$ cat src/rtl/uart_pic_ctrl.sv
// UART picture receiver: 0x55 0xAA header, then IMG_W*IMG_H RGB565 pixels (high byte first)
// written to a frame buffer. Define UART_PIC_CHECKSUM_EN to require a trailing XOR checksum byte.
module uart_pic_ctrl #(
    parameter int unsigned IMG_W       = 160,
    parameter int unsigned IMG_H       = 120,
    parameter int unsigned ADDR_W      = 15,
    parameter int unsigned TIMEOUT_CYC = 5_000_000
) (
    input  logic              clock,
    input  logic              reset_n,
    input  logic [7:0]        rx_data,
    input  logic              rx_valid,
    output logic              wr_en,
    output logic [ADDR_W-1:0] wr_addr,
    output logic [15:0]       wr_data,
    output logic              busy,
    output logic              frame_done,
    output logic              err
);

    localparam int unsigned NPIX  = IMG_W * IMG_H;
    localparam int unsigned TMO_W = $clog2(TIMEOUT_CYC + 1);

    localparam logic [ADDR_W-1:0] LAST_PIX = ADDR_W'(NPIX - 1);
    localparam logic [TMO_W-1:0]  TMO_LAST = TMO_W'(TIMEOUT_CYC - 1);
    localparam logic [7:0]        SYNC_A   = 8'h55;
    localparam logic [7:0]        SYNC_B   = 8'hAA;

    typedef enum logic [2:0] {
        StIdle,
        StSync,
        StPixHi,
        StPixLo,
        StChk
    } state_e;

    state_e              state_q, state_d;
    logic [ADDR_W-1:0]   pix_q, pix_d;
    logic [7:0]          hi_q, hi_d;
    logic [TMO_W-1:0]    tmo_q, tmo_d;
    logic                wr_en_q, wr_en_d;
    logic [ADDR_W-1:0]   wr_addr_q, wr_addr_d;
    logic [15:0]         wr_data_q, wr_data_d;
    logic                frame_done_q, frame_done_d;
    logic                err_q, err_d;
    logic                timeout_hit;
`ifdef UART_PIC_CHECKSUM_EN
    logic [7:0]          csum_q, csum_d;
`endif

    // Timeout wins over a byte arriving on the same cycle.
    assign timeout_hit = (state_q != StIdle) && (tmo_q == TMO_LAST);

    always_comb begin
        state_d      = state_q;
        pix_d        = pix_q;
        hi_d         = hi_q;
        wr_en_d      = 1'b0;
        wr_addr_d    = wr_addr_q;
        wr_data_d    = wr_data_q;
        frame_done_d = 1'b0;
        err_d        = 1'b0;
        tmo_d        = (state_q == StIdle || rx_valid) ? '0 : tmo_q + TMO_W'(1);
`ifdef UART_PIC_CHECKSUM_EN
        csum_d       = csum_q;
`endif

        if (timeout_hit) begin
            state_d = StIdle;
            err_d   = 1'b1;
        end else if (rx_valid) begin
            case (state_q)
                StIdle: begin
                    if (rx_data == SYNC_A) state_d = StSync;
                end
                StSync: begin
                    if (rx_data == SYNC_B) begin
                        state_d   = StPixHi;
                        pix_d     = '0;
                        wr_addr_d = '0;
`ifdef UART_PIC_CHECKSUM_EN
                        csum_d    = '0;
`endif
                    end else if (rx_data != SYNC_A) begin
                        state_d = StIdle;
                    end
                end
                StPixHi: begin
                    hi_d    = rx_data;
                    state_d = StPixLo;
`ifdef UART_PIC_CHECKSUM_EN
                    csum_d  = csum_q ^ rx_data;
`endif
                end
                StPixLo: begin
                    wr_en_d   = 1'b1;
                    wr_addr_d = pix_q;
                    wr_data_d = {hi_q, rx_data};
`ifdef UART_PIC_CHECKSUM_EN
                    csum_d    = csum_q ^ rx_data;
`endif
                    if (pix_q == LAST_PIX) begin
                        pix_d = '0;
`ifdef UART_PIC_CHECKSUM_EN
                        state_d = StChk;
`else
                        state_d      = StIdle;
                        frame_done_d = 1'b1;
`endif
                    end else begin
                        pix_d   = pix_q + ADDR_W'(1);
                        state_d = StPixHi;
                    end
                end
                StChk: begin
`ifdef UART_PIC_CHECKSUM_EN
                    if (rx_data == csum_q) frame_done_d = 1'b1;
                    else                   err_d        = 1'b1;
`endif
                    state_d = StIdle;
                end
                default: state_d = StIdle;
            endcase
        end
    end

    always_ff @(posedge clock or negedge reset_n) begin
        if (!reset_n) begin
            state_q      <= StIdle;
            pix_q        <= '0;
            hi_q         <= '0;
            tmo_q        <= '0;
            wr_en_q      <= 1'b0;
            wr_addr_q    <= '0;
            wr_data_q    <= '0;
            frame_done_q <= 1'b0;
            err_q        <= 1'b0;
`ifdef UART_PIC_CHECKSUM_EN
            csum_q       <= '0;
`endif
        end else begin
            state_q      <= state_d;
            pix_q        <= pix_d;
            hi_q         <= hi_d;
            tmo_q        <= tmo_d;
            wr_en_q      <= wr_en_d;
            wr_addr_q    <= wr_addr_d;
            wr_data_q    <= wr_data_d;
            frame_done_q <= frame_done_d;
            err_q        <= err_d;
`ifdef UART_PIC_CHECKSUM_EN
            csum_q       <= csum_d;
`endif
        end
    end

    assign wr_en      = wr_en_q;
    assign wr_addr    = wr_addr_q;
    assign wr_data    = wr_data_q;
    assign frame_done = frame_done_q;
    assign err        = err_q;
    assign busy       = (state_q != StIdle);

endmodule
$ cat config.mk
export PLATFORM = sky130hd
export DESIGN_NAME = uart_pic_ctrl
export DESIGN_NICKNAME = d
export VERILOG_FILES = /design/src/rtl/uart_pic_ctrl.sv
export SDC_FILE = /design/constraint.sdc
export NUM_CORES = 1
export LEC_CHECK = 0
export ABC_AREA = 1
export CAP_MARGIN = 20
export CORE_ASPECT_RATIO = 1.5
export CORE_MARGIN = 5
export CORE_UTILIZATION = 61
export CTS_CLUSTER_SIZE = 10
export DETAILED_ROUTE_END_ITERATION = 8
export PLACE_DENSITY = 0.83
export SYNTH_ARGS = -nofsm -noshare
export SYNTH_HDL_FRONTEND = slang
export SYNTH_SLANG_ARGS = --single-unit
$ cat constraint.sdc
create_clock -name clock -period 4.74 [get_ports clock]
set_input_delay 0.948 -clock clock [delete_from_list [all_inputs] [get_ports clock]]
set_output_delay 0.948 -clock clock [all_outputs]
set_load 0.02 [all_outputs]
==> impl_metrics.toml <==
[outcome]
outcome = "finished, final reports clean"

[synth]
synth_mux_area_frac = 0
syn_inst = 580
synthSimpleGateAreaFrac = 0.381
ys_seq_area_frac = 0.488
synth_cell_type_count = 28
synth-compound-area-share = 0.0354
yosys_warnings = 0
synth_top_family_by_area = "simple AND/OR/NAND/NOR gates"
synth_xor_area_frac = 0.0208
syn-cell-area_sq_um = 4210
syn_nets = 593
synth-adder-area-share = 0.00595
postSynthAreaPerCell_sq_um = 7.25
ys_seq_elements = 82

[routing]
wl_mm = 9.17
dr.pass1.iters = 4
vias_per_cell = 5.32
drc = 0
antenna_left = 0
via_count = 3744
first_iter_violations = 188
wl_per_cell_um = 13.0

[worst_setup_path]
cp_max_fo = 8
end_kind = "output pin"
cp_data_required_time_ps = 3790
reg2reg_from = "tmo_q[0]$_DFF_PN0_"
start_kind = "flip-flop"
cp-startpoint = "state_q[0]$_DFFE_PN0P_"
arrival_ps = 1660
worstSetupPathType = "flip-flop to output pin"

[power_and_ir_drop]
p_leak_nw = 2.32
seq_power_share = 0.544
p_clk_frac = 0.337
peakVddDrop_v = 0.000232
p_comb_frac = 0.119
switchingPower_w = 0.000380
p_per_area_nw_per_um2 = 276
sw_frac_of_total = 0.284
p_int_w = 0.000959

[layout]
fin_area_sq_um = 4840
diodes = 0
n_fill_cell = 584
ff_latch_area_sq_um = 2050
final_cell_count_no_fill = 704
multi_input_area_sq_um = 1860
drive_above_1_share = 0.0511
final_core_util = 0.712
areaGrowthSynthToFinish_pct = 15.1
final_nets = 634

[placed_design]
gp_congestion = 0.886
pre_cts_ws_ps = 1740
portBuffers = 45
placed_cells = 687
place_area_sq_um = 4650
dp_hpwl_mm = 6.52

[timing]
drv_slew = 0
fin_skew_ps = 9.05
slew_headroom = 0.480
period_needed_ps = 2610
tightest_slew_ps = 777
rsz0062_at_grt = "false"
finalHoldViolCount = 0
setup_ws_ps = 2130
tns_ps = 0
period_share = 0.551
setup_viol = 0
fmaxAchievable_mhz = 383

[clocking]
clockBufferDepth = 2
post_cts_buffers = 0
clkLatencyLatePin_ps = 360
clk_pin_slew_ps = 80
cts_made_buffers = 9
root_buffer = "clkbuf_8"
tritoncts = "done"
cts_sinks = 82
post_cts_resized = 0
cts_htree_levels = 3
hold_buffers = 0

[floorplan]
dieArea_sq_um = 8690
die_width_um = 77.8
start_util = 0.618
core_sq_um = 6810
rows = 37
die_height_um = 112
pin_count = 46

[run]
max_cap_viol_count = 0

[global_routing]
grtUsageTotal = 0.225
grt_max_degree = 83
antenna_found_initial = 0
grt_pass1_wl_mm = 16.0
grt_pass1_vias = 3674
grt-ovfl-total = 0

[min_path]
hold_path_class = "input port to asynchronous set/reset pin"
## per-layer routing
layer / routed length (um) / share of wire / track usage
met5: 0 / 0 / 0
met4: 402 / 0.044 / 0.142
met3: 381 / 0.042 / 0.0477
met2: 4790 / 0.52 / 0.380
met1: 3600 / 0.39 / 0.253
## logic make-up (layout without fill, tap and decap cells)
| group | Yosys count | after routing |
|---|---|---|
| xor gates and xnor gates | 10 | 10 |
| AOI/OAI and AO/OA | 29 | 29 |
| and+or+nand+nor | 393 | 393 |
| adders and majority gates | 2 | 2 |
| DFF | 82 | 82 |
| buffers and inverters | 64 | 110 |
## worst max-delay path, cell delays in order (launching register included)
cell and delay (ps):
dfrtp_1 510, inv_2 70, nand2_2 110, clkdlybuf4s50_1 610
## Yosys cell counts, drive strengths merged
cell      n  share of area
ha        2         0.0059
dfrtp    82           0.49
a21oi    10          0.012
nand3b    1         0.0018
o21ai    17          0.020
nor3     13          0.015
buf      14          0.025
nor3b     1         0.0018
nand4     8          0.013
xnor2     2         0.0042
a211oi    1         0.0018
inv      47          0.042
a31oi     1         0.0015
clkbuf    3         0.0027
nand2   258           0.23
xor2      8          0.017
nor2     84          0.081
nand3    28          0.034
## state kept, by name (all words and copies together) (netlist names)
signal / cells
tmo_q: 23
wr_data: 16
pix_q: 15
wr_addr: 15
hi_q: 8
state_q: 2
err: 1
frame_done: 1
wr_en: 1
## stage by stage
step                total power, W  hold WS, ps
floorplan                 0.000847          449
global placement          0.000896          453
detailed placement        0.000900          458
CTS                        0.00135          478
global route               0.00140          471
finish                     0.00134          469
## final cells by class
cell class / instances / area share
Clock inverter: 5 / 0.00620
Clock buffer: 11 / 0.0292
Inverter: 47 / 0.0364
Multi-Input combinational cell: 434 / 0.385
Timing Repair Buffer: 47 / 0.0997
Sequential cell: 82 / 0.424
Tap cell: 78 / 0.0201
## final timing paths
path / endpoint / slack [ps] / depth (start not counted)
min: frame_done$_DFF_PN0_ / 470 / 1
max reg2reg: wr_data[3]$_DFFE_PN0P_ / 2580 / 10
max: busy / 2130 / 3
min reg2reg: wr_addr[14]$_DFFE_PN0P_ / 470 / 2
min in group clock: wr_addr[14]$_DFFE_PN0P_ / 470 / 2
max in group asynchronous: wr_addr[13]$_DFFE_PN0P_ / 3680 / 2
## cells in the final DEF (no fill, tap or decap), drive strengths merged
master,n
dfrtp,82
clkbuf,11
o21ai,17
nand3b,1
a211oi,1
a21oi,10
xor2,8
nand2,258
clkinv,3
clkdlybuf4s50,44
xnor2,2
nand4,8
a31oi,1
nor3,13
buf,3
nor3b,1
nand3,28
clkinvlp,2
ha,2
nor2,84
inv,47
## power groups by stage
stage | clock network (W) | logic (W) | registers [W]
6_report | 0.000451 | 0.000160 | 0.000728
5_1_grt | 0.000489 | 0.000180 | 0.000731
4_1_cts | 0.000463 | 0.000158 | 0.000728
3_5_place_dp | 0 | 0.000158 | 0.000742
3_3_place_gp | 0 | 0.000155 | 0.000741
2_1_floorplan | 0 | 0.000116 | 0.000732
Power figures use the tool's default switching activity.
